[src/rtl/types.sv]
// types: line-state encoding and receive FSM states shared by the USB RX decoder files.
package types;
    typedef logic [1:0] d_port_t;
    localparam d_port_t SE0 = 2'b00;
    localparam d_port_t K   = 2'b01;
    localparam d_port_t J   = 2'b10;
    localparam d_port_t SE1 = 2'b11;
    typedef enum logic [2:0] {IDLE, SYNC, DATA, EOP, ERROR} rx_state_t;
endpackage

[src/rtl/usb_rx_unstuff.sv]
// usb_rx_unstuff: NRZI decode of J/K strobes plus removal of the stuffed 0 after six 1s.
module usb_rx_unstuff
    import types::*;
(
    input  logic    clk,
    input  logic    reset_n,
    input  logic    strobe_i,
    input  d_port_t d_i,
    input  logic    data_en_i,
    output logic    bit_o,
    output logic    jk_o,
    output logic    bit_valid_o,
    output logic    stuff_err_o
);
    d_port_t    prev_q, prev_d;
    logic [2:0] ones_q, ones_d;
    logic       jk, stuff;
    assign jk          = d_i == J || d_i == K;
    assign stuff       = ones_q == 3'd6;
    assign bit_o       = d_i == prev_q;
    assign jk_o        = strobe_i && jk;
    assign bit_valid_o = jk_o && data_en_i && !stuff;
    assign stuff_err_o = jk_o && data_en_i && stuff && bit_o;
    // Outside DATA the ones count is held at zero so each packet starts clean.
    always_comb begin
        prev_d = jk_o ? d_i : prev_q;
        ones_d = !strobe_i ? ones_q : !data_en_i ? 3'd0 : !jk ? ones_q :
                 (stuff || !bit_o) ? 3'd0 : ones_q + 3'd1;
    end
    always_ff @(posedge clk or negedge reset_n) begin
        if (!reset_n) begin
            prev_q <= J;
            ones_q <= 3'd0;
        end else begin
            prev_q <= prev_d;
            ones_q <= ones_d;
        end
    end
endmodule

[src/rtl/usb_rx_decoder.sv]
// usb_rx_decoder: SYNC detect, byte assembly and EOP/error framing on top of usb_rx_unstuff.
// Define USB_RX_BUS_RESET_EN to add SE0-run bus reset detection.
module usb_rx_decoder
    import types::*;
#(
    parameter int IDLE_BITS  = 8,
    parameter int RESET_BITS = 4
) (
    input  logic       clk,
    input  logic       reset_n,
    input  d_port_t    d,
    input  logic       strobe,
    output logic [7:0] rx_data,
    output logic       rx_valid,
    output logic       rx_active,
    output logic       rx_eop,
    output logic       rx_error,
    output logic       bus_reset
);
    localparam int LIM = IDLE_BITS > RESET_BITS ? IDLE_BITS : RESET_BITS;
    localparam int CW  = $clog2(LIM + 8);
    rx_state_t     state_q, state_d;
    logic [CW-1:0] cnt_q, cnt_d;
    logic [2:0]    bits_q, bits_d;
    logic [7:0]    shift_q, shift_d, data_q, data_d;
    logic          se0_last_q, se0_last_d;
    logic          valid_q, valid_d, eop_q, eop_d, err_q, err_d, active_q, active_d;
    logic          nrz, jk, bit_valid, stuff_err, brst;
    usb_rx_unstuff u_unstuff (
        .clk         (clk),
        .reset_n     (reset_n),
        .strobe_i    (strobe),
        .d_i         (d),
        .data_en_i   (state_q == DATA),
        .bit_o       (nrz),
        .jk_o        (jk),
        .bit_valid_o (bit_valid),
        .stuff_err_o (stuff_err)
    );
`ifdef USB_RX_BUS_RESET_EN
    logic [CW-1:0] se0_q, se0_d;
    logic          bus_reset_q;
    assign se0_d = !strobe ? se0_q : d != SE0 ? '0 :
                   se0_q == CW'(RESET_BITS) ? se0_q : se0_q + CW'(1);
    assign brst      = strobe && se0_d == CW'(RESET_BITS);
    assign bus_reset = bus_reset_q;
    always_ff @(posedge clk or negedge reset_n) begin
        if (!reset_n) begin
            se0_q       <= '0;
            bus_reset_q <= 1'b0;
        end else begin
            se0_q       <= se0_d;
            bus_reset_q <= se0_d == CW'(RESET_BITS);
        end
    end
`else
    assign brst      = 1'b0;
    assign bus_reset = 1'b0;
`endif
    // cnt_q is shared: SYNC zeros, EOP SE0 strobes, ERROR consecutive J strobes.
    always_comb begin
        state_d    = state_q;
        cnt_d      = cnt_q;
        bits_d     = bits_q;
        shift_d    = shift_q;
        data_d     = data_q;
        se0_last_d = se0_last_q;
        valid_d    = 1'b0;
        eop_d      = 1'b0;
        err_d      = 1'b0;
        if (strobe) begin
            se0_last_d = d == SE0;
            case (state_q)
                IDLE: if (d == K) begin
                    state_d = SYNC;
                    cnt_d   = '0;
                end
                SYNC: if (!jk) state_d = d == SE0 ? IDLE : ERROR;
                else if (!nrz) cnt_d = cnt_q == CW'(7) ? cnt_q : cnt_q + CW'(1);
                else if (cnt_q >= CW'(5)) begin
                    state_d = DATA;
                    cnt_d   = '0;
                    bits_d  = 3'd0;
                end else state_d = IDLE;
                DATA: if (stuff_err || d == SE1) state_d = ERROR;
                else if (d == SE0) begin
                    state_d = EOP;
                    cnt_d   = CW'(1);
                end else if (bit_valid) begin
                    shift_d = {nrz, shift_q[7:1]};
                    bits_d  = bits_q + 3'd1;
                    data_d  = bits_q == 3'd7 ? shift_d : data_q;
                    valid_d = bits_q == 3'd7;
                end
                EOP: if (d == J) begin
                    state_d = IDLE;
                    eop_d   = bits_q == 3'd0;
                    err_d   = bits_q != 3'd0;
                end else if (d == SE0 && cnt_q == CW'(1)) cnt_d = CW'(2);
`ifdef USB_RX_BUS_RESET_EN
                else if (d == SE0) state_d = EOP;
`endif
                else state_d = ERROR;
                ERROR: if (d != J) cnt_d = '0;
                else if (se0_last_q || cnt_q == CW'(IDLE_BITS - 1)) state_d = IDLE;
                else cnt_d = cnt_q + CW'(1);
                default: state_d = IDLE;
            endcase
            if (state_d == ERROR && state_q != ERROR) begin
                err_d = 1'b1;
                cnt_d = '0;
            end
            if (brst) begin
                state_d = IDLE;
                err_d   = 1'b0;
                eop_d   = 1'b0;
            end
        end
        active_d = state_d == DATA || state_d == EOP;
    end
    always_ff @(posedge clk or negedge reset_n) begin
        if (!reset_n) begin
            state_q    <= IDLE;
            cnt_q      <= '0;
            bits_q     <= 3'd0;
            shift_q    <= 8'd0;
            data_q     <= 8'd0;
            se0_last_q <= 1'b0;
            valid_q    <= 1'b0;
            eop_q      <= 1'b0;
            err_q      <= 1'b0;
            active_q   <= 1'b0;
        end else begin
            state_q    <= state_d;
            cnt_q      <= cnt_d;
            bits_q     <= bits_d;
            shift_q    <= shift_d;
            data_q     <= data_d;
            se0_last_q <= se0_last_d;
            valid_q    <= valid_d;
            eop_q      <= eop_d;
            err_q      <= err_d;
            active_q   <= active_d;
        end
    end
    assign rx_data   = data_q;
    assign rx_valid  = valid_q;
    assign rx_eop    = eop_q;
    assign rx_error  = err_q;
    assign rx_active = active_q;
endmodule

[config.mk]
export PLATFORM = sky130hd
export DESIGN_NAME = usb_rx_decoder
export DESIGN_NICKNAME = d
export VERILOG_FILES = /design/src/rtl/types.sv /design/src/rtl/usb_rx_unstuff.sv /design/src/rtl/usb_rx_decoder.sv
export SDC_FILE = /design/constraint.sdc
export NUM_CORES = 1
export LEC_CHECK = 0
export CAP_MARGIN = 20
export CORE_MARGIN = 1
export CORE_UTILIZATION = 51
export DETAILED_ROUTE_END_ITERATION = 8
export PLACE_DENSITY = 0.78
export SKIP_CTS_REPAIR_TIMING = 1
export SYNTH_ARGS = -nofsm -noshare
export SYNTH_HDL_FRONTEND = slang
export SYNTH_SLANG_ARGS = --single-unit
[constraint.sdc]
create_clock -name clk -period 2 [get_ports clk]
set_input_delay 0.4 -clock clk [delete_from_list [all_inputs] [get_ports clk]]
set_output_delay 0.4 -clock clk [all_outputs]
set_load 0.01 [all_outputs]
* After elaboration in Yosys (flattened, before gate mapping)
Cells that the tools add are included.
Cells by class: bitwise logic cells 2, reduce and logical (&&, ||, !) cells 25, $lt $le $gt $ge 1, $add $sub $neg 3, equality and inequality tests 33, multiplexer cells 49
Operators with widths (number):
- 3-bit two-way mux | 21
- 4-bit two-way mux | 12
- 3-bit inequality test, second input constant | 7
- 4-bit one-hot mux with 5 select lines | 1
- 2-bit inequality test, second input constant | 8
- 3-bit one-hot mux with 5 select lines | 1
- 3-bit by 2-bit equality test with 1-bit output, second input constant | 4
- 3-bit equality test, second input constant | 4
- 1-bit two-way mux | 12
- 4-bit inequality test, second input constant | 3
- 11-bit AND reduction | 1
- 8-bit AND reduction | 1
- 1-bit logical AND | 7
- 3-bit by 1-bit adder with 3-bit output, second input constant | 2
- 3-bit zero test | 2
- 3-bit one-hot mux with 2 select lines | 1
- 6-bit AND reduction | 1
- 6-bit nonzero test | 1
- 1-bit logical OR | 5
- 5-bit AND reduction | 1
- 4-bit by 1-bit adder with 4-bit output, second input constant | 1
- 2-bit equality test, second input constant | 2
- 4-bit by 1-bit equality test with 1-bit output, second input constant | 1
- 4-bit by 3-bit equality test with 1-bit output, second input constant | 1
- 11 further kinds | 13
Word-level totals: register bits after elaboration 36, input port bits 5, logic and storage cells 125, output and inout bits 13

* Longest topological paths before layout
depth in word-level cells 14, depth in mapped cells 8, gate-level depth less buffers 8

* Cells and area by module
A second synthesis with hierarchy kept.
Unflattened totals: cells, all modules 213, area, all modules 2129.5 um^2
Modules (own cells, without submodules):
- usb_rx_decoder | area an instance 1755.4 um^2, instances 1, seq. area each 750.7 um^2, cells each 172
- usb_rx_unstuff | area an instance 374.1 um^2, instances 1, seq. area each 126.4 um^2, cells each 41

* Worst setup path before layout
No wires, ideal clock.
path type input to register, from input d[0], to register cnt_q[2], buffers on the path 0, data arrival time 1.990 ns, cell stages on the path 8, setup slack -0.111 ns, setup time 0.121 ns, required time 1.879 ns, path through inv_1 ha_1 nand4_1 or4_4 and3_4 a41oi_4 nor2_1 a22o_1
Between the ends: word-level cells in the longest chain between the ends 14, elaborated cells on any way between the ends 42, those cells by class eq/ne (15); mux (16); reduce/logical (11)
RTL lines:
- start, declared | RTL line usb_rx_decoder.sv:11 | input d_port_t d,
- 2-bit equality test / 2-bit by 1-bit equality test with 1-bit output (equally long branches) | RTL line usb_rx_unstuff.sv:18, usb_rx_decoder.sv:95, usb_rx_decoder.sv:74
- 1-bit logical OR | RTL line usb_rx_unstuff.sv:18 | assign jk = d_i == J || d_i == K;
- 1-bit logical AND | RTL line usb_rx_unstuff.sv:21 | assign jk_o = strobe_i && jk;
- 1-bit logical AND (3 in series) | RTL line usb_rx_unstuff.sv:23 | assign stuff_err_o = jk_o && data_en_i && stuff && bit_o;
- 1-bit logical OR | RTL line usb_rx_decoder.sv:85 | DATA: if (stuff_err || d == SE1) state_d = ERROR;
- 3-bit two-way mux | RTL line usb_rx_decoder.sv:85
- 3-bit one-hot mux with 5 select lines | RTL line usb_rx_decoder.sv:73 | case (state_q)
- 3-bit two-way mux | RTL line usb_rx_decoder.sv:71 | if (strobe) begin
- 3-bit equality test | RTL line usb_rx_decoder.sv:109 | if (state_d == ERROR && state_q != ERROR) begin
- 1-bit logical AND | RTL line usb_rx_decoder.sv:109
- 4-bit inequality test (no source line) (tied with other cells)
- 11-bit AND reduction (no source line)
- end signal, assigned | RTL line usb_rx_decoder.sv:135 | cnt_q <= cnt_d;
- end, declared | RTL line usb_rx_decoder.sv:23 | logic [CW-1:0] cnt_q, cnt_d;
Several ways; a longest one is shown, not always the timed one. The select of a mux whose other input is x is not followed. A chain may end at the register's enable or synchronous reset.

* Worst setup path after layout
from register cnt_q[1], to register cnt_q[1]
Between the ends: word-level cells in the longest chain between the ends 10, elaborated cells on any way between the ends 35, those cells by class add/sub (1); order compare (1); eq/ne (12); mux (16); reduce/logical (5)
RTL lines:
- 4-bit by 3-bit >= comparator with 1-bit output (tied with other cells) | RTL line usb_rx_decoder.sv:80 | else if (cnt_q >= CW'(5)) begin
- 2-bit two-way mux (tied with other cells) | RTL line usb_rx_decoder.sv:80
- 3-bit two-way mux (on tied branches) | RTL line usb_rx_decoder.sv:79, usb_rx_decoder.sv:99, usb_rx_decoder.sv:105
- 3-bit two-way mux (on tied branches) | RTL line usb_rx_decoder.sv:78, usb_rx_decoder.sv:95, usb_rx_decoder.sv:104
- 3-bit one-hot mux with 5 select lines | RTL line usb_rx_decoder.sv:73
- 3-bit two-way mux | RTL line usb_rx_decoder.sv:71
- 3-bit equality test | RTL line usb_rx_decoder.sv:109
- 1-bit logical AND | RTL line usb_rx_decoder.sv:109
- 4-bit inequality test (no source line) (tied with other cells)
- 11-bit AND reduction (no source line)
Several ways; a longest one is shown, not always the timed one. The select of a mux whose other input is x is not followed.

==> impl_metrics.tcl <==
set metrics [dict create \
    tns_ps -699.5 \
    ff_latch_area_um2 878.3 \
    maxSlewViolCount 0 \
    post-route-util_pct 78.43 \
    synth-warning-count 0 \
    yosysUniqueCellTypes 45 \
    synth_top_area_share_pct 43.53 \
    setup.worst_path.start "cnt_q[1]" \
    crit_type "reg -> reg" \
    leakagePower_nw 1.332 \
    multi_input_area_um2 1161 \
    cts-buffers-inserted 5 \
    synth_edf_count 0 \
    crit_fanout 5 \
    ys_seq_area_share_pct 44.88 \
    ios 18 \
    routed_wl_um 5268 \
    grt_max_degree 36 \
    grt_pass1_wl_um 7555 \
    antenna_left 0 \
    stdcell_area_um2 2872 \
    clockRootBuffer "clkbuf_8" \
    remaining_drc_errors 0 \
    drt-initial-drc-count 98 \
    diodes 0 \
    slowest_delay_ps 380 \
    netlist_area_um2 1954 \
    cts_tree "built" \
    yosysTopAreaCell "dfrtp_1" \
    postSynthCellCount 192 \
    htree_num_levels 2 \
    dieArea_um2 4084 \
    clock_skew_ps 5.977 \
    viasPerCell 5.484 \
    hold_viol 0 \
    powerDensity_nw_per_um2 934.5 \
    grt_pass1_vias 1660 \
    async_flop_share_pct 100.0 \
    finalCritPeriodShare_pct 106.4 \
    area_delta_synth_final_pct 46.93 \
    max_cap_violations 0 \
    power_mw 2.683 \
    vias 1711 \
    status "finished with violations" \
    core_um2 3661 \
    hp-class "in -> reg" \
    overflow 0 \
    port_buffers 16 \
    critical_path.slowest_cell "dfrtp_1" \
    clkTransAtPathRegs_ps 70 \
    postPlaceCellArea_um2 2520 \
    die_w_um 63.91 \
    avgSynthCellArea_um2 10.18 \
    grt_usage_pct 24.79 \
    setup_ws_ps -128.9 \
    synth_ff_type "dfrtp_1" \
    nets 280 \
    fillerInstances 241 \
    path_delay_family "compound AO/OA/AOI/OAI gates" \
    drtPass1Iterations 4 \
    initial_utilization_pct 53.38 \
    ir_worst_vdd_mv 0.6698 \
    crit_buf_inv 2 \
    rsz0062_at_grt "true" \
    crit_path_end_kind "flip-flop" \
    timing.fmax_ghz 0.4697 \
    clockBufferDepth 2 \
    ys_ff_latch 35 \
    drive_gt1_share_pct 42.42 \
    die_h_um 63.91 \
    gp_congestion 0.8910 \
    antenna_found_initial 0 \
    violations "setup timing" \
    finalSetupViolCount 14 \
    worst_skew_pair.late_latency_ps 290 \
    numClockSinks 35 \
    fin_crit_ps 2129 \
    synth.net_count 209 \
    crit-reg2reg-launch "cnt_q[1]" \
    ys_top_cells_by_area "dfrtp_1 (44%), mux2_2 (9.2%), ha_1 (7.7%)" \
    wire_per_inst_um 16.88 \
    required_ps 2190 \
    setup.worst_path.start_class "flip-flop" \
    path_cells "inv_1, ha_1, nand4bb_1, or2_4, a31oi_2, a41oi_4, buf_4, o31ai_1" \
    dp_hpwl_um 3508 \
    rows 22 \
    hold_start "d[1]" \
    worstPathArrival_ps 2320 \
]
==> power by group <==
part	switching [mW]	total (mW)	internal, mW
logic	0.516	1.05	0.532
registers	0.0721	0.873	0.801
clock network	0.264	0.762	0.498
==> kinds of logic (layout without fill, tap and decap cells) <==
kind of cell | count (synthesis) | in the layout | share of synthesized area, %
simple gates | 64 | 64 | 17.22
compound gates | 43 | 43 | 15.56
flops | 35 | 35 | 44.88
buf+inv | 17 | 89 | 3.457
mux | 16 | 16 | 9.219
fa+ha+maj | 12 | 12 | 7.682
xor+xnor | 4 | 4 | 1.793
other cells | 1 | 1 | 0.1919
==> worst min-delay path, stage by stage <==
cell	delay (ps)
clkbuf_2	130
inv_8	70
o21ai_0	80
==> Yosys cell counts (2+ instances only) <==
library cell / n
dfrtp_1: 34
nand2_1: 20
mux2_2: 16
nor2_1: 15
ha_1: 12
o21ai_0: 11
inv_1: 10
a21oi_1: 8
clkbuf_1: 6
nand3_1: 5
a22o_1: 4
a31oi_1: 4
nor2b_1: 4
nand4_1: 3
or2_2: 3
a21o_1: 2
nor3b_1: 2
nor4_1: 2
o21a_1: 2
o31ai_1: 2
xnor2_1: 2
xor2_1: 2
==> path summary, 6_finish.rpt <==
| path | depth (start not counted) | slack, ps | end |
|---|---|---|---|
| max in group asynchronous | 2 | 1140 | u_unstuff.prev_q[1] |
| max | 8 | -130 | cnt_q[1] |
| max reg2reg | 8 | -130 | cnt_q[1] |
| min in group asynchronous | 2 | 520 | state_q[2] |
| min reg2reg | 2 | 490 | u_unstuff.prev_q[1] |
| min | 3 | 400 | u_unstuff.prev_q[1] |
==> layer usage <==
layer / share of wire [%] / up-vias / global-route usage (%)
met4: 2.2 / 0 / 9.091
met2: 51 / 35 / 40.56
li1: - / 828 / -
met1: 43 / 834 / 30.72
met5: 0 / - / 0
met3: 3.2 / 14 / 7.500
==> cells in the final DEF (no fill, tap or decap), types with 3 or more instances in the layout <==
cell type and instances:
clkdlybuf4s50_1 14, a21oi_1 7, mux2_2 14, nor2_1 14
clkbuf_8 5, nand4_1 3, nor2b_1 4, inv_1 7
dfrtp_1 33, ha_1 10, buf_6 5, nand2_1 16
o21ai_0 9, nand3_1 5, a22o_1 4, buf_4 50
==> through the flow <==
stage          setup slack [ps]  instances  hold slack (ps)
6_report                 -128.9        312            398.3
5_1_grt                  -227.2        312            410.7
4_1_cts                  -528.7        301            495.4
3_5_place_dp             -799.3        293            485.0
3_3_place_gp             -758.5        293            465.0
2_1_floorplan            -39.57        192            104.4
==> cell type report <==
class | instances | share of cell area, %
Clock buffer | 6 | 2.527
Clock inverter | 2 | 2.092
Inverter | 10 | 2.004
Multi-Input combinational cell | 140 | 40.44
Sequential cell | 35 | 30.59
Tap cell | 48 | 2.092
Timing Repair Buffer | 71 | 20.26
==> sequential cells by signal, summed over array words and instances, names as in the netlist <==
name and flops:
cnt_q 4, se0_last_q 1, u_unstuff.prev_q 2, state_q 3
bits_q 3, rx_active 1, rx_error 1, rx_valid 1
rx_data 8, u_unstuff.ones_q 3, rx_eop 1, shift_q 7
Note: power is estimated with default switching activity, not from simulation.
